<file path="src/rtl/alu_arb_pkg.sv">
// Shared definitions for the two-port ALU arbiter: function codes, sequencer
// states and requester ids.
package alu_arb_pkg;

    localparam logic [2:0] ALU_ADD = 3'd0;
    localparam logic [2:0] ALU_SUB = 3'd1;
    localparam logic [2:0] ALU_AND = 3'd2;
    localparam logic [2:0] ALU_OR  = 3'd3;
    localparam logic [2:0] ALU_NOR = 3'd4;
    localparam logic [2:0] ALU_XOR = 3'd5;
    localparam logic [2:0] ALU_SLT = 3'd6;
    localparam logic [2:0] ALU_NE  = 3'd7;

    typedef enum logic [1:0] {
        IDLE = 2'd0,
        EXEC = 2'd1,
        RESP = 2'd2
    } arb_state_t;

    localparam logic PORT0 = 1'b0;
    localparam logic PORT1 = 1'b1;

endpackage

</file>
<file path="src/rtl/alu_arbiter_alu.sv">
// Purely combinational ALU shared by both arbiter ports; zero_flag reports an
// all-zero result.
module ALU
    import alu_arb_pkg::*;
#(
    parameter int size = 32
) (
    input  logic [2:0]      func,
    input  logic [size-1:0] a,
    input  logic [size-1:0] b,
    output logic [size-1:0] out,
    output logic            zero_flag
);

    // Add/sub wrap; slt is an unsigned compare; ne returns 1 for a != b.
    always_comb begin
        out = '0;
        case (func)
            ALU_ADD: out = a + b;
            ALU_SUB: out = a - b;
            ALU_AND: out = a & b;
            ALU_OR:  out = a | b;
            ALU_NOR: out = ~(a | b);
            ALU_XOR: out = a ^ b;
            ALU_SLT: out = {{(size-1){1'b0}}, (a < b)};
            ALU_NE:  out = {{(size-1){1'b0}}, (a != b)};
            default: out = '0;
        endcase
    end

    assign zero_flag = (out == '0);

endmodule

</file>
<file path="src/rtl/alu_arbiter.sv">
// Round-robin arbiter sharing one ALU between two valid/ready requesters,
// sequenced IDLE -> EXEC -> RESP with a held result until the owner accepts it.
module alu_arbiter
    import alu_arb_pkg::*;
#(
    parameter int SIZE = 32
) (
    input  logic            clk,
    input  logic            rst_n,
    input  logic            p0_req_valid,
    output logic            p0_req_ready,
    input  logic [2:0]      p0_func,
    input  logic [SIZE-1:0] p0_a,
    input  logic [SIZE-1:0] p0_b,
    output logic            p0_resp_valid,
    input  logic            p0_resp_ready,
    output logic [SIZE-1:0] p0_result,
    output logic            p0_zero,
    input  logic            p1_req_valid,
    output logic            p1_req_ready,
    input  logic [2:0]      p1_func,
    input  logic [SIZE-1:0] p1_a,
    input  logic [SIZE-1:0] p1_b,
    output logic            p1_resp_valid,
    input  logic            p1_resp_ready,
    output logic [SIZE-1:0] p1_result,
    output logic            p1_zero,
    output logic            busy
);

    arb_state_t      state_q, state_d;
    logic            prio_q, prio_d;
    logic            owner_q, owner_d;
    logic [2:0]      func_q, func_d;
    logic [SIZE-1:0] a_q, a_d;
    logic [SIZE-1:0] b_q, b_d;
    logic [SIZE-1:0] result_q, result_d;
    logic            zero_q, zero_d;

    logic            grant_any;
    logic            grant_port;
    logic            owner_resp_ready;
    logic [SIZE-1:0] alu_out;
    logic            alu_zero;

    ALU #(.size(SIZE)) u_alu (
        .func      (func_q),
        .a         (a_q),
        .b         (b_q),
        .out       (alu_out),
        .zero_flag (alu_zero)
    );

    // The prio port wins only under contention; a lone requester always wins.
    always_comb begin
        grant_any  = p0_req_valid | p1_req_valid;
        grant_port = PORT0;
        if (p0_req_valid && p1_req_valid) begin
            grant_port = prio_q;
        end else if (p1_req_valid) begin
            grant_port = PORT1;
        end
        owner_resp_ready = (owner_q == PORT1) ? p1_resp_ready : p0_resp_ready;
    end

    always_comb begin
        state_d  = state_q;
        prio_d   = prio_q;
        owner_d  = owner_q;
        func_d   = func_q;
        a_d      = a_q;
        b_d      = b_q;
        result_d = result_q;
        zero_d   = zero_q;
        case (state_q)
            IDLE: begin
                if (grant_any) begin
                    owner_d = grant_port;
                    func_d  = (grant_port == PORT1) ? p1_func : p0_func;
                    a_d     = (grant_port == PORT1) ? p1_a : p0_a;
                    b_d     = (grant_port == PORT1) ? p1_b : p0_b;
                    state_d = EXEC;
                end
            end
            EXEC: begin
                result_d = alu_out;
                zero_d   = alu_zero;
                state_d  = RESP;
            end
            RESP: begin
                if (owner_resp_ready) begin
                    prio_d  = ~owner_q;
                    state_d = IDLE;
                end
            end
            default: state_d = IDLE;
        endcase
    end

    always_ff @(posedge clk or negedge rst_n) begin
        if (!rst_n) begin
            state_q  <= IDLE;
            prio_q   <= PORT0;
            owner_q  <= PORT0;
            func_q   <= '0;
            a_q      <= '0;
            b_q      <= '0;
            result_q <= '0;
            zero_q   <= 1'b0;
        end else begin
            state_q  <= state_d;
            prio_q   <= prio_d;
            owner_q  <= owner_d;
            func_q   <= func_d;
            a_q      <= a_d;
            b_q      <= b_d;
            result_q <= result_d;
            zero_q   <= zero_d;
        end
    end

    // Ready is gated by rst_n so a requester cannot see a grant while reset is held.
    assign p0_req_ready  = rst_n && (state_q == IDLE) && grant_any && (grant_port == PORT0);
    assign p1_req_ready  = rst_n && (state_q == IDLE) && grant_any && (grant_port == PORT1);
    assign p0_resp_valid = (state_q == RESP) && (owner_q == PORT0);
    assign p1_resp_valid = (state_q == RESP) && (owner_q == PORT1);
    assign busy          = (state_q != IDLE);
    assign p0_result     = result_q;
    assign p1_result     = result_q;
    assign p0_zero       = zero_q;
    assign p1_zero       = zero_q;

endmodule
</file>
<file path="config.mk">
export PLATFORM = sky130hd
export DESIGN_NAME = alu_arbiter
export DESIGN_NICKNAME = d
export VERILOG_FILES = /design/src/rtl/alu_arb_pkg.sv /design/src/rtl/alu_arbiter_alu.sv /design/src/rtl/alu_arbiter.sv
export SDC_FILE = /design/constraint.sdc
export NUM_CORES = 1
export LEC_CHECK = 0
export ABC_AREA = 1
export CAP_MARGIN = 15
export CORE_AREA = 3 3 143 145
export DETAILED_ROUTE_END_ITERATION = 10
export DIE_AREA = 0 0 146 148
export GPL_ROUTABILITY_DRIVEN = 1
export PLACE_DENSITY = 0.87
export SYNTH_ARGS = -nofsm -noshare
export SYNTH_HDL_FRONTEND = slang
export SYNTH_SLANG_ARGS = --single-unit
</file>
<file path="constraint.sdc">
create_clock -name clk -period 5.4 [get_ports clk]
set_input_delay 0.81 -clock clk [delete_from_list [all_inputs] [get_ports clk]]
set_output_delay 0.81 -clock clk [all_outputs]
set_load 0.02 [all_outputs]
</file>
======== Word level (Yosys, flattened, before mapping) ========
Index checks and enable logic that the tools add are counted.
cells by class
  add/subtract/negate cells ............... 2
  $lt $le $gt $ge ......................... 1
  equal/unequal tests ..................... 12
  multiplexer cells ....................... 10
  bitwise gates (word level) .............. 7
  reduce and logical (&&, ||, !) cells .... 14
operators with widths
  operator            count
  $pmux 32 s8         1
  $mux 32             2
  $add 32x32->32      1
  $and 32x32->32      1
  $logic_not 32->1    1
  $lt 32x32->1        1
  $ne 32x32->1        1
  $not 32->32         1
  $or 32x32->32       1
  $sub 32x32->32      1
  $xor 32x32->32      1
  $eq 3x3->1 const B  4
  $logic_and 1x1->1   7
  $eq 3x2->1 const B  2
  $pmux 2 s3          1
  $reduce_and 2->1    3
  $mux 2              2
  $ne 2x2->1 const B  2
  $eq 3x1->1 const B  1
  $logic_not 3->1     1
  $mux 1              3
  $mux 3              1
  $eq 2x1->1 const B  1
  $eq 2x2->1 const B  1
  other kinds (4)     5
word-level totals
  register bits ........................... 104
  output and inout bits ................... 71
  logic and storage cells ................. 54

======== Depth between registers and ports, before layout ========
  depth in word-level cells ............... 4
  depth in mapped cells ................... 22
  gate-level depth less buffers ........... 21

======== By module ========
Synthesis repeated with hierarchy kept, for this count alone.
second synthesis, totals
  cell total of the unflattened synthesis .. 2146
  area total of the unflattened synthesis .. 12448.2 um^2
modules (own cells, without submodules)
  module       instances  cells an instance  area each (um^2)  sequential area each (um^2)
  ALU          1          1366               6895.4            0.0
  alu_arbiter  1          780                5552.8            2602.5

======== Worst setup path after synthesis ========
No wires, ideal clock.
  path kind ............................... input-to-output
  start ................................... in p0_req_valid
  end ..................................... out p0_req_ready
  arrival ................................. 1682 ps
  required time ........................... 4590 ps
  slack ................................... 2908 ps
  stages .................................. 5
  path through ............................ nand2_1 > nand2_1 > inv_1 > clkbuf_1 > nor3_1
between the ends
  word-level cells in the longest chain between the ends .. 4
  elaborated cells between the ends (all ways) .. 6
  classes of those cells .................. mux: 1; bitwise: 2; reduce/logical: 3
RTL lines
  item                   RTL line            source
  start: declaration     alu_arbiter.sv:10   input logic p0_req_valid,
  $logic_and 1x1->1      alu_arbiter.sv:58   if (p0_req_valid && p1_req_valid) begin
  $mux 1                 alu_arbiter.sv:58
  $not 1->1              alu_arbiter.sv:123  assign p0_req_ready = rst_n && (state_q == IDLE) && grant_any && (grant_port == PORT0);
  $logic_and 1x1->1 (*)  alu_arbiter.sv:123
  end: declaration       alu_arbiter.sv:11   output logic p0_req_ready,
Every way passes the cells marked *; elsewhere a longest branch is shown, timed or not.

======== Worst setup path in the final report ========
  start ................................... in rst_n
  end ..................................... out p0_req_ready
between the ends
  word-level cells in the longest chain between the ends .. 3
RTL lines
  item                             RTL line            source
  start: declaration               alu_arbiter.sv:9    input logic rst_n,
  $logic_and 1x1->1 (3 in series)  alu_arbiter.sv:123
No other way between the ends.

==> results.yml <==
status:
  status: "completed"
layout:
  multiInputGateArea_sq_mm: 0.00682
  nFillCells: 1671
  nNetsFinal: 2236
  area_delta_synth_final_pct: 19.6
  final_common_cell: "nand2_1"
  drive_gt1_share_pct: 1.85
  seqCellArea_sq_mm: 0.00260
  n_antenna_cell: 0
  final_cell_mix: "nand2_1 (545), inv_1 (315), nor2_1 (216), clkdlybuf4s50_1 (209), nand3_1 (146)"
  final_util_pct: 69.5
  design_area_sq_mm: 0.0134
routing:
  vias_per_cell: 5.76
  drc: 0
  drt_iter0_drc: 1373
  antenna_left: 0
  vias: 13058
  drt-pass1-iter-count: 6
  wl_per_cell_microns: 17.9
  wirelength_mm: 40.6
grt:
  grt_pass1_vias: 12201
  grt_pass1_wl_mm: 63.1
  antenna_found_initial: 1
  grt_start_max_net_pins: 86
  grt-ovfl-total: 0
  track_usage_pct: 36.8
setup_path:
  worst_r2r_endpoint: "p0_zero$_DFFE_PN0N_"
  worstSetupStartpointType: "input port"
  cpPeakStageDelay_ns: 0.63
  cp_data_required_time_ns: 4.59
  critPathMaxFanout: 51
  end_kind: "primary output"
  slowest_stage: "clkdlybuf4s50_1"
  path_cells: "buf_4 > inv_1 > nor3_1 > clkdlybuf4s50_1"
  ff2ff_path_depth: 17
  path_class: "in -> out"
  rr_startpoint: "a_q[11]$_DFFE_PN0P_"
  rrSetupSlack_ns: 2.35
  crit_arrival_ns: 2.37
logic_synthesis:
  netlist_area_sq_mm: 0.0112
  yosysWarningCount: 0
  seq_area_frac_synth_pct: 23.2
  synthCells: 1881
  syn_avg_cell_area_sq_um: 5.98
  synth_nets: 2119
  synth_seq_cells: 104
  synth_cell_types: 35
clock_network:
  root_buffer: "clkbuf_16"
  path_clk_slew_ns: 0.07
  cts_htree_levels: 3
  cts_buffers: 9
  cts_resized: 0
  post_cts_buffers: 0
  cts_tree: "done"
  clockBufferDepth: 2
  postCtsHoldBufs: 0
  clock_latency_ns: 0.38
  cts.sinks: 104
sta:
  worst_slew_pin_slew_ns: 0.999
  max_freq_ghz: 0.315
  slew_viol_final: 0
  hold_viol: 0
  finalSetupTns_ns: 0
  rsz0062_at_grt: "false"
  maxSlewHeadroom_pct: 33.4
  fin_worst_skew_ns: 0.0165
  post-route-period-util_pct: 58.9
  setup_viol: 0
  final.min_clock_period_ns: 3.18
run:
  maxCapViolCount: 0
floorplan:
  row_count: 51
  coreArea_sq_mm: 0.0193
  io_pins: 211
  die_y_microns: 148
  die_w_microns: 146
  dieArea_sq_mm: 0.0216
  start_util_pct: 58.1
placement:
  dp_hpwl_mm: 33.1
  place.gp.congestion: 1.08
  placed_area_sq_mm: 0.0131
  port_buffers: 210
min_path:
  hold_path.class: "in -> async"
## worst max path at each step
stage,from,to,depth (start not counted)
floorplan,p0_req_valid,p0_req_ready,5
global placement,rst_n,p0_req_ready,4
detailed placement,p1_req_valid,b_q[24]$_DFFE_PN0P_,6
CTS,rst_n,p0_req_ready,4
global route,rst_n,p0_req_ready,4
finish,rst_n,p0_req_ready,4
## worst max-delay path: cells and delay by family
kind / cells / cell delay [ns]
buf+inv: 3 / 1.26
simple gates: 1 / 0.22
## cell usage after synthesis
cell type  number  area (sq um)
buf_6           1          11.3
clkbuf_1       35           131
nand3_2         1          10.0
o21bai_1        9          67.6
nand4_1        26           163
nor3_2          1          10.0
o211ai_1        1          7.51
xor2_1          3          26.3
o221ai_1        1          8.76
a211oi_1        6          45.0
o21ai_0       101           505
nor3_1         14          70.1
o21a_1          1          7.51
clkbuf_2        1          5.00
nor2_1        216           811
nor4_1          2          12.5
buf_2          31           155
inv_2           7          26.3
or2_2           3          18.8
ha_1           96          1200
nor3b_1         1          7.51
nand3_1       146           731
o22ai_1        96           601
inv_1         315          1180
buf_1           6          22.5
o211a_1         1          10.0
fa_1            2          40.0
a221oi_1       16           140
and2_1          3          18.8
nand2_1       546          2050
a21oi_1        49           245
buf_4          37           278
dfrtp_1       104          2600
nand3b_1        2          15.0
clkinv_1        1          3.75
## registers in the layout, indices dropped and copies added, names as in the netlist
name       cells
prio_q         1
func_q         3
owner_q        1
p0_zero        1
state_q        2
b_q           32
a_q           32
p0_result     32
## cells by family (layout without fill, tap and decap cells)
group / Yosys count / in the layout / synth area share [%]
simple gates: 961 / 961 / 34.8
buf+inv: 434 / 556 / 16.2
compound gates: 281 / 281 / 14.6
flops: 104 / 104 / 23.2
fa+ha+maj: 98 / 98 / 11.0
xor+xnor: 3 / 3 / 0.234
## cell type report
cell class / instances / share of cell area [%]
Clock buffer: 9 / 1.67
Clock inverter: 7 / 0.726
Inverter: 323 / 9.03
Multi-Input combinational cell: 1343 / 50.7
Sequential cell: 104 / 19.4
Tap cell: 265 / 2.47
Timing Repair Buffer: 217 / 16.0
## metal layers
metal,wire length [microns],track usage (%),vias to the layer above
met5,13,0,-
met4,1340,12.8,2
met3,4890,10.1,105
met2,17500,58.2,781
met1,16900,48.9,5995
li1,-,-,6175
## metrics by stage
step / setup WS (ns) / cells / hold slack, ns
6_report: 2.22 / 2268 / 0.482
5_1_grt: 2.11 / 2268 / 0.533
4_1_cts: 2.20 / 2268 / 0.501
3_5_place_dp: 2.12 / 2252 / 0.487
3_3_place_gp: 2.24 / 2252 / 0.481
2_1_floorplan: 2.91 / 1881 / 0.462
Power is left out: the tool's default activity adds up to more than one toggle a clock period on the data nets, which glitch-free logic cannot reach.
